$ cat src/rtl/fas32_bist.sv
// Built-in self-test driver/checker for a 32-bit full adder/subtractor.
// Optional FAS_BIST_STOP_ON_FAIL_EN: stop on first mismatch and expose capture ports.
module fas32_bist #(
    parameter int unsigned NUM_VECTORS = 256,
    parameter logic [31:0] SEED        = 32'h25CA25CA,
    parameter int unsigned SETTLE      = 1
) (
    input  logic        clk,
    input  logic        rst,
    input  logic        start,
    output logic [31:0] a_out,
    output logic [31:0] b_out,
    output logic        bcin_out,
    input  logic [31:0] sum_in,
    input  logic [31:0] diff_in,
    input  logic        cout_in,
    input  logic        bout_in,
    output logic        busy,
    output logic        done,
    output logic        pass,
    output logic [15:0] fail_count,
    output logic [15:0] err_vec_idx
`ifdef FAS_BIST_STOP_ON_FAIL_EN
    ,
    output logic [31:0] cap_sum,
    output logic [31:0] cap_diff,
    output logic        cap_cout,
    output logic        cap_bout
`endif
);

    typedef enum logic [2:0] {IDLE, APPLY, WAIT, CHECK, FIN} state_t;

    localparam logic [3:0]  SETTLE_LAST = (SETTLE == 0) ? 4'd0 : 4'(SETTLE - 1);
    localparam logic [15:0] LAST_IDX    = 16'(NUM_VECTORS - 1);

    function automatic logic [31:0] lfsr_step(input logic [31:0] s);
        return (s >> 1) ^ (s[0] ? 32'h80200003 : '0);
    endfunction

    state_t      state_q, state_d;
    logic [15:0] vec_idx_q, vec_idx_d;
    logic [3:0]  wait_cnt_q, wait_cnt_d;
    logic [31:0] lfsr_q, lfsr_d;
    logic [31:0] a_q, a_d, b_q, b_d;
    logic        bcin_q, bcin_d;
    logic        busy_q, busy_d, done_q, done_d, pass_q, pass_d;
    logic [15:0] fail_q, fail_d, err_q, err_d;
    logic [31:0] lfsr_s1, lfsr_s2;
    logic [32:0] exp_sum33, exp_diff33;
    logic        mismatch;
`ifdef FAS_BIST_STOP_ON_FAIL_EN
    logic [31:0] cap_sum_q, cap_sum_d, cap_diff_q, cap_diff_d;
    logic        cap_cout_q, cap_cout_d, cap_bout_q, cap_bout_d;
`endif

    always_comb begin
        state_d    = state_q;
        vec_idx_d  = vec_idx_q;
        wait_cnt_d = wait_cnt_q;
        lfsr_d     = lfsr_q;
        a_d        = a_q;
        b_d        = b_q;
        bcin_d     = bcin_q;
        busy_d     = busy_q;
        done_d     = done_q;
        pass_d     = pass_q;
        fail_d     = fail_q;
        err_d      = err_q;
`ifdef FAS_BIST_STOP_ON_FAIL_EN
        cap_sum_d  = cap_sum_q;
        cap_diff_d = cap_diff_q;
        cap_cout_d = cap_cout_q;
        cap_bout_d = cap_bout_q;
`endif
        // Both LFSR steps for one random vector happen in the same APPLY cycle
        lfsr_s1    = lfsr_step(lfsr_q);
        lfsr_s2    = lfsr_step(lfsr_s1);
        exp_sum33  = {1'b0, a_q} + {1'b0, b_q} + 33'(bcin_q);
        exp_diff33 = {1'b0, a_q} - {1'b0, b_q} - 33'(bcin_q);
        mismatch   = {sum_in, diff_in, cout_in, bout_in} !=
                     {exp_sum33[31:0], exp_diff33[31:0], exp_sum33[32], exp_diff33[32]};

        case (state_q)
            IDLE, FIN: begin
                if (state_q == FIN) begin
                    busy_d = 1'b0;
                    done_d = 1'b1;
                    pass_d = (fail_q == '0);
                end
                if (start) begin
                    state_d   = APPLY;
                    vec_idx_d = '0;
                    fail_d    = '0;
                    err_d     = '1;
                    done_d    = 1'b0;
                    pass_d    = 1'b0;
                    busy_d    = 1'b1;
                    lfsr_d    = SEED;
                end
            end
            APPLY: begin
                case (vec_idx_q)
                    16'd0: begin a_d = '0;           b_d = '0;           bcin_d = 1'b0; end
                    16'd1: begin a_d = '1;           b_d = 32'h00000001; bcin_d = 1'b0; end
                    16'd2: begin a_d = '1;           b_d = '1;           bcin_d = 1'b1; end
                    16'd3: begin a_d = '0;           b_d = 32'h00000001; bcin_d = 1'b1; end
                    default: begin
                        a_d    = lfsr_s1;
                        b_d    = lfsr_s2;
                        bcin_d = vec_idx_q[0];
                        lfsr_d = lfsr_s2;
                    end
                endcase
                wait_cnt_d = '0;
                state_d    = (SETTLE > 0) ? WAIT : CHECK;
            end
            WAIT: begin
                if (wait_cnt_q == SETTLE_LAST) state_d = CHECK;
                else                           wait_cnt_d = wait_cnt_q + 4'd1;
            end
            CHECK: begin
                if (mismatch) begin
                    if (fail_q != '1) fail_d = fail_q + 16'd1;
                    if (err_q == '1)  err_d  = vec_idx_q;
                end
`ifdef FAS_BIST_STOP_ON_FAIL_EN
                if (mismatch) begin
                    cap_sum_d  = sum_in;
                    cap_diff_d = diff_in;
                    cap_cout_d = cout_in;
                    cap_bout_d = bout_in;
                    state_d    = FIN;
                end else if (vec_idx_q == LAST_IDX) begin
                    state_d = FIN;
                end else begin
                    vec_idx_d = vec_idx_q + 16'd1;
                    state_d   = APPLY;
                end
`else
                if (vec_idx_q == LAST_IDX) begin
                    state_d = FIN;
                end else begin
                    vec_idx_d = vec_idx_q + 16'd1;
                    state_d   = APPLY;
                end
`endif
            end
            default: state_d = IDLE;
        endcase
    end

    always_ff @(posedge clk) begin
        if (rst) begin
            state_q    <= IDLE;
            vec_idx_q  <= '0;
            wait_cnt_q <= '0;
            lfsr_q     <= SEED;
            a_q        <= '0;
            b_q        <= '0;
            bcin_q     <= 1'b0;
            busy_q     <= 1'b0;
            done_q     <= 1'b0;
            pass_q     <= 1'b0;
            fail_q     <= '0;
            err_q      <= '1;
`ifdef FAS_BIST_STOP_ON_FAIL_EN
            cap_sum_q  <= '0;
            cap_diff_q <= '0;
            cap_cout_q <= 1'b0;
            cap_bout_q <= 1'b0;
`endif
        end else begin
            state_q    <= state_d;
            vec_idx_q  <= vec_idx_d;
            wait_cnt_q <= wait_cnt_d;
            lfsr_q     <= lfsr_d;
            a_q        <= a_d;
            b_q        <= b_d;
            bcin_q     <= bcin_d;
            busy_q     <= busy_d;
            done_q     <= done_d;
            pass_q     <= pass_d;
            fail_q     <= fail_d;
            err_q      <= err_d;
`ifdef FAS_BIST_STOP_ON_FAIL_EN
            cap_sum_q  <= cap_sum_d;
            cap_diff_q <= cap_diff_d;
            cap_cout_q <= cap_cout_d;
            cap_bout_q <= cap_bout_d;
`endif
        end
    end

    assign a_out       = a_q;
    assign b_out       = b_q;
    assign bcin_out    = bcin_q;
    assign busy        = busy_q;
    assign done        = done_q;
    assign pass        = pass_q;
    assign fail_count  = fail_q;
    assign err_vec_idx = err_q;
`ifdef FAS_BIST_STOP_ON_FAIL_EN
    assign cap_sum  = cap_sum_q;
    assign cap_diff = cap_diff_q;
    assign cap_cout = cap_cout_q;
    assign cap_bout = cap_bout_q;
`endif

endmodule

$ cat config.mk
export PLATFORM = sky130hd
export DESIGN_NAME = fas32_bist
export DESIGN_NICKNAME = d
export VERILOG_FILES = /design/src/rtl/fas32_bist.sv
export SDC_FILE = /design/constraint.sdc
export NUM_CORES = 1
export LEC_CHECK = 0
export ABC_AREA = 1
export BUFFER_PORTS_ARGS = -buffer_cell sky130_fd_sc_hd__buf_4
export CAP_MARGIN = 25
export CORE_MARGIN = 2
export CORE_UTILIZATION = 64
export DETAILED_ROUTE_END_ITERATION = 8
export PLACE_DENSITY = 0.87
export SYNTH_ARGS = -nofsm -noshare
export SYNTH_HDL_FRONTEND = slang
export SYNTH_SLANG_ARGS = --single-unit
$ cat constraint.sdc
create_clock -name clk -period 7.7 [get_ports clk]
set_clock_uncertainty 0.05 [all_clocks]
set_input_delay 0.385 -clock clk [delete_from_list [all_inputs] [get_ports clk]]
set_output_delay 0.385 -clock clk [all_outputs]
set_load 0.05 [all_outputs]
# Yosys cells after proc, flatten, opt, wreduce, memory -nomap -nowiden
# Cells that the tools add are included.
[totals]
regBits = 155
inputBits = 69
output_inout_bits = 100
elab_cells = 92
[op_classes]
add_sub_neg = 7
n_eq_ne = 19
mux = 30
bitwise = 2
reduce_logical = 22
[ops]
columns = ["cell", "count"]
rows = [
  ["32-bit 2-to-1 mux", 4],
  ["32-bit one-hot mux with 2 select lines", 2],
  ["16-bit 2-to-1 mux", 7],
  ["16-bit one-hot mux with 2 select lines", 3],
  ["32-bit one-hot mux with 3 select lines", 1],
  ["66-bit != test", 1],
  ["31-bit by 32-bit bitwise XOR with 32-bit output", 2],
  ["32-bit by 32-bit adder with 33-bit output", 1],
  ["33-bit by 1-bit adder with 33-bit output", 1],
  ["32-bit by 32-bit subtractor with 33-bit output", 1],
  ["33-bit by 1-bit subtractor with 33-bit output", 1],
  ["16-bit by 1-bit adder with 16-bit output (second input constant)", 2],
  ["16-bit by 2-bit == test with 1-bit output (second input constant)", 2],
  ["16-bit logical NOT", 2],
  ["16-bit by 1-bit == test with 1-bit output (second input constant)", 1],
  ["16-bit == test (second input constant)", 1],
  ["16-bit by 8-bit == test with 1-bit output (second input constant)", 1],
  ["16-bit != test (second input constant)", 1],
  ["2-bit != test (second input constant)", 8],
  ["3-bit one-hot mux with 4 select lines", 1],
  ["2-bit OR reduction", 6],
  ["3-bit 2-to-1 mux", 3],
  ["4-bit one-hot mux with 2 select lines", 1],
  ["4-bit AND reduction", 2],
  ["other kinds (13)", 25],
]

# Longest topological paths before layout
# Gate-level depths: netlist (run 1).
[logic_depth]
word_depth = 6
ltp_mapped = 27
depth_no_buf = 26

# Worst setup path before layout (run 1)
# No wires, ideal clock.
[synth_timing]
path_type = "register -> register"
startpoint = "reg a_q[0], in the netlist a_out[0]"
endpoint = "reg fail_q[3], in the netlist fail_count[3]"
setup_time_ps = 113
t_arrival_ps = 3309
required_ps = 7537
path_slack_ps = 4229
stages_incl_launch_ff = 28
path_buffers = 1
period_less_slack_ps = 3471
path_cell_list = "dfxtp_1 > inv_1 > fa_1 > inv_1 > ha_1 > inv_1 > nand2_1 > nand2_1 > nand2_1 > nand2_1 > nand2_1 > nand2_1 > nand2_1 > nand2_1 > nand2_1 > nand2_1 > nand2_1 > nor2_1 > nand2_1 > nor2_1 > nand2_1 > nor2_2 > nand4_4 > buf_6 > nand2_1 > nand2_1 > nand2_1 > nor2_1"
[synth_via]
elab_chain_cells = 5
word_cells_on_any_way = 7
classes_between = "add/sub (4); eq/ne (2); reduce/logical (1)"
[synth_rtl]
columns = ["item", "line_no", "source"]
rows = [
  ["from (decl)", "45", "logic [31:0] a_q, a_d, b_q, b_d;"],
  ["from (signal assigned)", "159", "a_q <= '0;"],
  ["from (signal assigned)", "178", "a_q <= a_d;"],
  ["32-bit by 32-bit subtractor with 33-bit output / 32-bit by 32-bit adder with 33-bit output (equally long branches)", "80, 79", ""],
  ["33-bit by 1-bit subtractor with 33-bit output / 33-bit by 1-bit adder with 33-bit output (equally long branches)", "80, 79", ""],
  ["66-bit != test *", "81", "mismatch = {sum_in, diff_in, cout_in, bout_in} !="],
  ["2-bit != test (no line) *", "--", ""],
  ["4-bit AND reduction (no line) *", "--", ""],
  ["to (signal assigned)", "184", "fail_q <= fail_d;"],
  ["to (decl)", "48", "logic [15:0] fail_q, fail_d, err_q, err_d;"],
]
# Mark *: on every way between the ends. The rest lies on a longest branch, timed or not.
# A chain may end at the register's enable or synchronous reset.

# Worst setup path after layout (run 1)
[layout_timing]
startpoint = "reg bcin_q, in the netlist bcin_out"
endpoint = "reg err_q[0], in the netlist err_vec_idx[0]"
[layout_via]
elab_chain_cells = 4
word_cells_on_any_way = 5
classes_between = "add/sub (2); eq/ne (2); reduce/logical (1)"
[layout_rtl]
columns = ["item", "line_no", "source"]
rows = [
  ["from (decl)", "46", "logic bcin_q, bcin_d;"],
  ["from (signal assigned)", "180", "bcin_q <= bcin_d;"],
  ["33-bit by 1-bit subtractor with 33-bit output / 33-bit by 1-bit adder with 33-bit output (equally long branches)", "80, 79", ""],
  ["66-bit != test *", "81", ""],
  ["2-bit != test (no line) *", "--", ""],
  ["4-bit AND reduction (no line) *", "--", ""],
  ["to (signal assigned)", "185", "err_q <= err_d;"],
  ["to (decl)", "48", ""],
]
# Marks and branches as above.

==> reports/metrics.yaml, run 1 <==
cts_tree: "done"
num-nets-final: 2453
final_max_slew_viol_count: 0
nFillCells: 1684
drt_pass1_iterations: 7
layout-drive-gt1-share: 0.113
crit_buf_inv: 2
rsz0062_at_grt: "no"
finish.utilization: 0.748
synth_edf_count: 0
portBuffers: 168
hold_violations: 0
wl_met1_mm: 17.1
htreeDepth: 4
final_common_cell: "nand2_1"
crit_end: "err_vec_idx[0]"
critical_path_required_ns: 8.00
critPathTopFamily: "simple AND/OR/NAND/NOR gates"
diodes: 0
globalplace.congestion: 0.988
power.density_nw_per_um2: 392
drc: 0
fin_setup_tns_ns: 0
synthesis.nets: 2312
wl_per_cell_um: 16.4
layout_common_cells: "nand2_1 (637), inv_1 (369), nor2_1 (197)"
drv_cap: 0
yosys_warnings: 0
die_x_um: 146
cp-end-kind: "register"
critPathMaxStageDelay_ns: 0.49
rows: 52
post_cts_resized: 0
ys_ff_latch: 155
async_flop_share: 0
arrival_ns: 4.75
r2r_start: "bcin_out"
ant_nets: 0
irDropWorstVdd_mv: 0.281
start_util: 0.647
clk_latency_ns: 0.42
postSynthAreaPerCell_sq_um: 6.06
yosysUniqueCellTypes: 48
synthFlopType: "dfxtp_1"
die-area_sq_um: 21400
syn_to_final_growth_pct: 15.6
clock-sinks: 155
antenna_found_initial: 0
power_leakage_uw: 0.00783
core_sq_um: 20000
cp-start-kind: "register"
netlist_area_sq_um: 13000
crit_path_max_fanout: 32
vias: 14423
top_layer_used: "met4"
setup_ws_ns: 3.25
seq_area_frac_synth: 0.239
first_iter_violations: 1556
clockBufferDepth: 2
hold_buffers: 0
route.met3.wl_mm: 3.34
crit_start: "bcin_out"
drt_wl_total_mm: 42.0
grt_usage: 0.383
grt_pass1_vias: 13479
wl_met2_mm: 19.7
rrSetupSlack_ns: 3.25
reg2reg_to: "err_vec_idx[0]"
cts_setup_buffers: 0
grt_max_degree: 62
slew_headroom: 0.414
period_needed_ns: 4.45
pin_count: 169
rr_worst_depth: 21
finalCritPeriodShare: 0.578
cp.depth: 21
grt_pass1_wl_mm: 67.0
root_buffer: "clkbuf_16"
pre_cts_ws_ns: 3.39
crit_path_top_delay_cell: "nand4_4"
synth_cells: 2139
die_y_um: 146
path_cells: "inv_1 > fa_1 > inv_1 > fa_1 > xnor2_1 > nand3_1 > nor2_1 > nand2_1 > nor2_1 > nand2_1 > nor2_1 > nand2_1 > nor2_1 > nand3_1 > nor2_1 > nand2_1 > nor2_2 > nand4_4 > nand3_2 > nand2_1 > nand3_1"
setup_viol: 0
max_freq_ghz: 0.225
cts_buffers: 17
tightest_slew_ns: 0.878
critPathKind: "reg -> reg"
clk_pin_slew_ns: 0.06
dpl.hpwl_mm: 33.0
run_status: "complete, no violations"
viasPerCell: 5.63
grt.overflow.total: 0
hold_class: "in -> reg"
-- synthesized netlist by cell type (all sizes together), types with 2 or more instances --
library cell,number,share of area
a211oi,3,0.0017
a21o,3,0.0017
a21oi,127,0.051
a221oi,33,0.022
a31oi,3,0.0014
and2,2,0.00096
buf,15,0.0079
clkbuf,40,0.012
clkinv,3,0.00087
dfxtp,155,0.24
fa,3,0.0046
ha,101,0.097
inv,377,0.11
nand2,648,0.19
nand3,143,0.057
nand3b,25,0.014
nand4,55,0.028
nor2,206,0.061
nor3,31,0.013
o211ai,5,0.0029
o21ai,77,0.030
o21bai,19,0.011
or2,4,0.0021
xnor2,16,0.011
xor2,37,0.025
-- routing by layer --
layer / global-route usage / up-vias
li1: - / 7073
met1: 0.482 / 6467
met2: 0.661 / 751
met3: 0.0556 / 132
met4: 0.156 / 0
met5: 0 / -
-- layout make-up --
class	count	area, sq um	area share
clock buffer	18	439	0.0293
clock inverter	13	144	0.00959
inverter	380	1430	0.0953
multi-input combinational	1549	8210	0.547
sequential	155	3100	0.207
tap	270	338	0.0225
timing repair buffer	177	1340	0.0891
-- state kept, by name, summed over array words and instances (netlist names), 3 cells and up --
signal	count
a_out	32
b_out	32
err_vec_idx	16
fail_count	16
lfsr_q	32
state_q	3
vec_idx_q	16
wait_cnt_q	4
-- worst min-delay path by stage --
stage / start / endpoint / slack [ns] / depth (start not counted)
2_1_floorplan: lfsr_q[10] / lfsr_q[10] / 0.40 / 2
3_3_place_gp: lfsr_q[22] / lfsr_q[22] / 0.41 / 2
3_5_place_dp: lfsr_q[22] / lfsr_q[22] / 0.42 / 2
4_1_cts: start / state_q[2] / 0.20 / 4
5_1_grt: start / state_q[0] / 0.27 / 3
6_report: start / state_q[2] / 0.22 / 4
-- power by group --
| group | switching, uW | leakage (uW) | total [uW] | internal, uW |
|---|---|---|---|---|
| combinational | 2700 | 0.00629 | 3940 | 1240 |
| clock | 338 | 0.000275 | 824 | 486 |
| sequential | 160 | 0.00127 | 1110 | 950 |
-- cell families after synthesis --
| logic type | count (synthesis) | share of synthesized area |
|---|---|---|
| compound gates | 274 | 0.124 |
| buf+inv | 435 | 0.130 |
| fa+ha+maj | 104 | 0.102 |
| flops | 155 | 0.239 |
| xor+xnor | 54 | 0.0375 |
| simple gates | 1117 | 0.367 |
-- stage by stage --
stage / area, sq um / std cells / hold slack [ns] / total power [uW]
finish: 15000 / 2562 / 0.215 / 5870
global route: 15000 / 2562 / 0.269 / 6330
CTS: 15000 / 2562 / 0.201 / 5790
detailed placement: 14400 / 2531 / 0.418 / 4950
global placement: 14400 / 2530 / 0.410 / 4880
floorplan: 13000 / 2139 / 0.396 / 3930
-- worst min-delay path, delay by kind of cell --
family | cells | cell delay (ns)
compound gates | 1 | 0.05
buf+inv | 2 | 0.12
simple gates | 1 | 0.06
No activity file was read; power rests on OpenSTA's default activity.
==> run 2: changes to the inputs <==
--- a/config.mk
+++ b/config.mk
@@ -9,9 +9,9 @@
 export BUFFER_PORTS_ARGS = -buffer_cell sky130_fd_sc_hd__buf_4
 export CAP_MARGIN = 25
 export CORE_MARGIN = 2
-export CORE_UTILIZATION = 64
+export CORE_UTILIZATION = 60
 export DETAILED_ROUTE_END_ITERATION = 8
-export PLACE_DENSITY = 0.87
+export PLACE_DENSITY = 0.82
 export SYNTH_ARGS = -nofsm -noshare
 export SYNTH_HDL_FRONTEND = slang
 export SYNTH_SLANG_ARGS = --single-unit
==> constraint.sdc (replaced) <==
create_clock -name clk -period 4.6 [get_ports clk]
set_clock_uncertainty 0.05 [all_clocks]
set_input_delay 0.23 -clock clk [delete_from_list [all_inputs] [get_ports clk]]
set_output_delay 0.23 -clock clk [all_outputs]
set_load 0.05 [all_outputs]
==> reports/metrics.yaml, run 2 (synthesis results as in run 1) <==
irDropWorstVdd_mv: 0.363
die_y_um: 151
diodes: 0
max_freq_ghz: 0.233
hold_slack_ns: 0.0787
rr_worst_depth: 26
nFillCells: 1880
globalplace.congestion: 1.04
viasPerCell: 5.59
start_util: 0.613
period_needed_ns: 4.29
critPathKind: "reg -> reg"
grt_max_degree: 62
clockBufferDepth: 2
die_x_um: 151
clock-sinks: 155
drt_pass1_iterations: 7
crit_buf_inv: 4
num-nets-final: 2456
drt_wl_total_mm: 42.1
core_sq_um: 21200
antenna_found_initial: 1
cp.depth: 26
hold_violations: 0
rsz0062_at_grt: "no"
hold_buffers: 0
cts_buffers: 17
multiInputGateArea_sq_um: 8220
rows: 53
first_iter_violations: 1344
power.density_nw_per_um2: 654
grt_pass1_wl_mm: 65.9
slew_headroom: 0.454
cp-end-kind: "register"
cp-start-kind: "register"
finalCritPeriodShare: 0.933
layout-drive-gt1-share: 0.114
clk_pin_slew_ns: 0.07
drv_cap: 0
grt_pass1_vias: 13244
hold_class: "in -> reg"
dpl.hpwl_mm: 33.6
critPathTopFamily: "simple AND/OR/NAND/NOR gates"
final_max_slew_viol_count: 0
cts_tree: "done"
layout_common_cells: "nand2_1 (637), inv_1 (369), nor2_1 (197)"
run_status: "complete, no violations"
power_leakage_uw: 0.00785
post_cts_resized: 0
arrival_ns: 4.59
drc: 0
setup_viol: 0
vias: 14366
ant_nets: 0
grt.overflow.total: 0
crit_path_max_fanout: 28
root_buffer: "clkbuf_16"
crit_path_top_delay_cell: "fa_1"
critPathMaxStageDelay_ns: 0.57
pin_count: 169
htreeDepth: 4
wl_per_cell_um: 16.4
die-area_sq_um: 22800
final_common_cell: "nand2_1"
cts_setup_buffers: 0
hold_depth: 4
portBuffers: 168
fin_setup_tns_ns: 0
grt_usage: 0.365
crit_path_frequent_cell: "nand2_1"
regArea_sq_um: 3100
syn_to_final_growth_pct: 15.8
critical_path_required_ns: 4.90
clk_latency_ns: 0.42
tightest_slew_ns: 0.818
-- run 2: changes by cell type in the layout (fill, tap and decap cells not counted), moves of 2 or more --
cell	delta
inv_6	+3
clkinv_4	+2
clkinvlp_4	-3
buf_4	+4
-- run 2: power by group --
| group | total (uW) | switching [uW] | leakage (uW) | internal [uW] |
|---|---|---|---|---|
| combinational | 6620 | 4540 | 0.00630 | 2080 |
| clock | 1350 | 583 | 0.000282 | 769 |
| sequential | 1850 | 264 | 0.00127 | 1590 |
| total | 9830 | 5390 | 0.00785 | 4440 |
-- run 2: per-layer routing --
metal	GRT usage	routed length (um)	vias up
li1	-	-	7090
met1	0.460	17400	6509
met2	0.622	19700	654
met3	0.0530	3100	111
met4	0.155	1930	2
met5	0	13	-
-- run 2: final timing paths --
kind                    from              to  slack (ns)
setup / recovery    bcin_out  fail_count[12]        0.31
hold / removal         start      state_q[2]        0.08
setup reg to reg    bcin_out  fail_count[12]        0.31
hold reg to reg   lfsr_q[26]      lfsr_q[26]        0.43
-- run 2: metrics by stage --
stage	cells	utilization	setup WS, ns	power, uW	instance area (sq um)
4_1_cts	2571	0.710	0.397	9680	15000
2_1_floorplan	2139	-	1.13	6580	13000
5_1_grt	2571	0.710	0.00709	10600	15000
6_report	2571	0.710	0.310	9830	15000
3_5_place_dp	2539	0.682	0.415	8310	14400
3_3_place_gp	2539	0.682	0.468	8210	14400
-- run 2: cell type report --
cell class	instances	area share
inverter	380	0.0951
timing repair buffer	180	0.0900
multi-input combinational	1549	0.547
tap	275	0.0229
sequential	155	0.207
clock inverter	14	0.00900
clock buffer	18	0.0292
-- run 2: worst register-to-register path: stages (launching register included) --
cell	delay (ns)
dfxtp_1	0.46
inv_1	0.10
fa_1	0.57
inv_1	0.09
ha_1	0.25
inv_1	0.07
nand2_1	0.11
nand2_1	0.10
nand2_1	0.09
nand2_1	0.08
nand2_1	0.10
nand2_1	0.11
nand2_1	0.13
nand2_1	0.11
nand2_1	0.06
nand2_1	0.07
nand2_1	0.05
nor2_1	0.11
nand2_1	0.07
nor2_1	0.11
nand2_1	0.09
nor2_2	0.15
nand4_4	0.46
buf_4	0.38
nand4_1	0.08
nand2_1	0.07
nor2_1	0.12
==> run 3: changes to the inputs <==
--- a/config.mk
+++ b/config.mk
@@ -9,9 +9,8 @@
 export BUFFER_PORTS_ARGS = -buffer_cell sky130_fd_sc_hd__buf_4
 export CAP_MARGIN = 25
 export CORE_MARGIN = 2
-export CORE_UTILIZATION = 60
+export CORE_UTILIZATION = 45
 export DETAILED_ROUTE_END_ITERATION = 8
-export PLACE_DENSITY = 0.82
 export SYNTH_ARGS = -nofsm -noshare
 export SYNTH_HDL_FRONTEND = slang
 export SYNTH_SLANG_ARGS = --single-unit
==> reports/metrics.yaml, run 3 (synthesis results as in run 1) <==
globalplace.congestion: 0.983
pre_cts_ws_ns: 0.253
cp-end-kind: "register"
fin_setup_tns_ns: 0
drt_pass1_iterations: 5
hold_violations: 0
layout_common_cells: "nand2_1 (637), inv_1 (369), nor2_1 (197)"
syn_to_final_growth_pct: 17.3
first_iter_violations: 980
crit_path_max_fanout: 12
start_util: 0.454
finalCritPeriodShare: 0.946
max_freq_ghz: 0.230
arrival_ns: 4.57
grt_pass1_wl_mm: 67.7
antenna_found_initial: 0
wl_per_cell_um: 16.3
dp_cells: 2650
portBuffers: 168
slew_headroom: 0.524
drc: 0
rsz0062_at_grt: "no"
hold_slack_ns: 0.0561
critical_path_required_ns: 4.82
clock-sinks: 155
grt.overflow.total: 0
layout-drive-gt1-share: 0.115
run_status: "complete, no violations"
pin_count: 169
power.density_nw_per_um2: 649
power_leakage_uw: 0.00787
clockBufferDepth: 2
grt_max_degree: 65
final_max_slew_viol_count: 0
setup_viol: 0
ant_nets: 0
vias: 13811
htreeDepth: 4
drv_cap: 0
num-nets-final: 2460
post_dp_cell_area_sq_um: 14600
diodes: 0
clk_latency_ns: 0.42
final_common_cell: "nand2_1"
irDropWorstVdd_mv: 0.277
final_cells: 2684
core_sq_um: 28500
grt_pass1_vias: 12916
rows: 62
nFillCells: 3038
hold_class: "in -> reg"
tightest_slew_ns: 0.714
cts_tree: "done"
drt_wl_total_mm: 43.7
setup_ws_ns: 0.251
cp-start-kind: "register"
dpl.hpwl_mm: 34.9
grt_usage: 0.279
viasPerCell: 5.15
die-area_sq_um: 30200
die_y_um: 174
period_needed_ns: 4.35
cts_buffers: 17
root_buffer: "clkbuf_16"
clk_pin_slew_ns: 0.06
die_x_um: 174
final_area_sq_um: 15200
critPathKind: "reg -> reg"
==> run 3: what timing repair did <==
| action | 4_1_cts | 5_1_grt |
|---|---|---|
| gates resized for setup | 0 | 1 |
| setup buffers | 0 | 1 |
| hold buffers | 0 | 0 |
| setup endpoints to repair | 0 | 29 |
==> run 3: layout make-up <==
type	instances	area, sq um	area share
clock buffer	18	429	0.0282
timing repair buffer	183	1390	0.0911
clock inverter	14	159	0.0104
multi-input combinational	1550	8230	0.541
tap	384	480	0.0316
inverter	380	1430	0.0939
sequential	155	3100	0.204
==> run 3: worst paths after layout <==
| path | start | slack (ns) | cells past startpoint | end |
|---|---|---|---|---|
| worst min-delay path | start | 0.06 | 4 | state_q[2] |
| worst max register to register | bcin_out | 0.25 | 23 | err_vec_idx[0] |
| worst min register to register | lfsr_q[18] | 0.43 | 2 | lfsr_q[18] |
| worst max-delay path | bcin_out | 0.25 | 23 | err_vec_idx[0] |
==> run 3: power by group <==
group | internal, uW | switching, uW
registers | 1590 | 263
clock network | 811 | 598
logic | 2080 | 4530
total | 4480 | 5390
==> run 3: per-stage QoR <==
step	util	total power (uW)
2_1_floorplan	-	6580
3_3_place_gp	0.511	8360
3_5_place_dp	0.511	8390
4_1_cts	0.532	9820
5_1_grt	0.533	10700
6_report	0.533	9880
==> run 3: routing by layer <==
layer / up-vias / wire length (um) / track usage / part of all wire
met2: 409 / 20800 / 0.482 / 0.48
met1: 6234 / 19800 / 0.365 / 0.45
met5: - / 0 / 0 / 0
li1: 7098 / - / - / -
met3: 70 / 1940 / 0.0250 / 0.044
met4: 0 / 1210 / 0.0970 / 0.028
==> run 3: critical path, cell delays in order, from the launching register on <==
cell and delay, ns:
dfxtp_1 0.46, inv_1 0.09, fa_1 0.56, inv_1 0.19, ha_1 0.19, inv_1 0.04, nand2_1 0.14, nand2_1 0.09
nand2_1 0.11, nand2_1 0.07, nand2_1 0.11, nand2_1 0.10, nand2_1 0.15, nand2_1 0.09, nand3_1 0.12, nand2_1 0.07
nor2_1 0.15, nand2_1 0.06, nor2_1 0.11, nand2_1 0.08, nor2_2 0.38, nand4_2 0.48, nand4_1 0.22, nand3_1 0.10
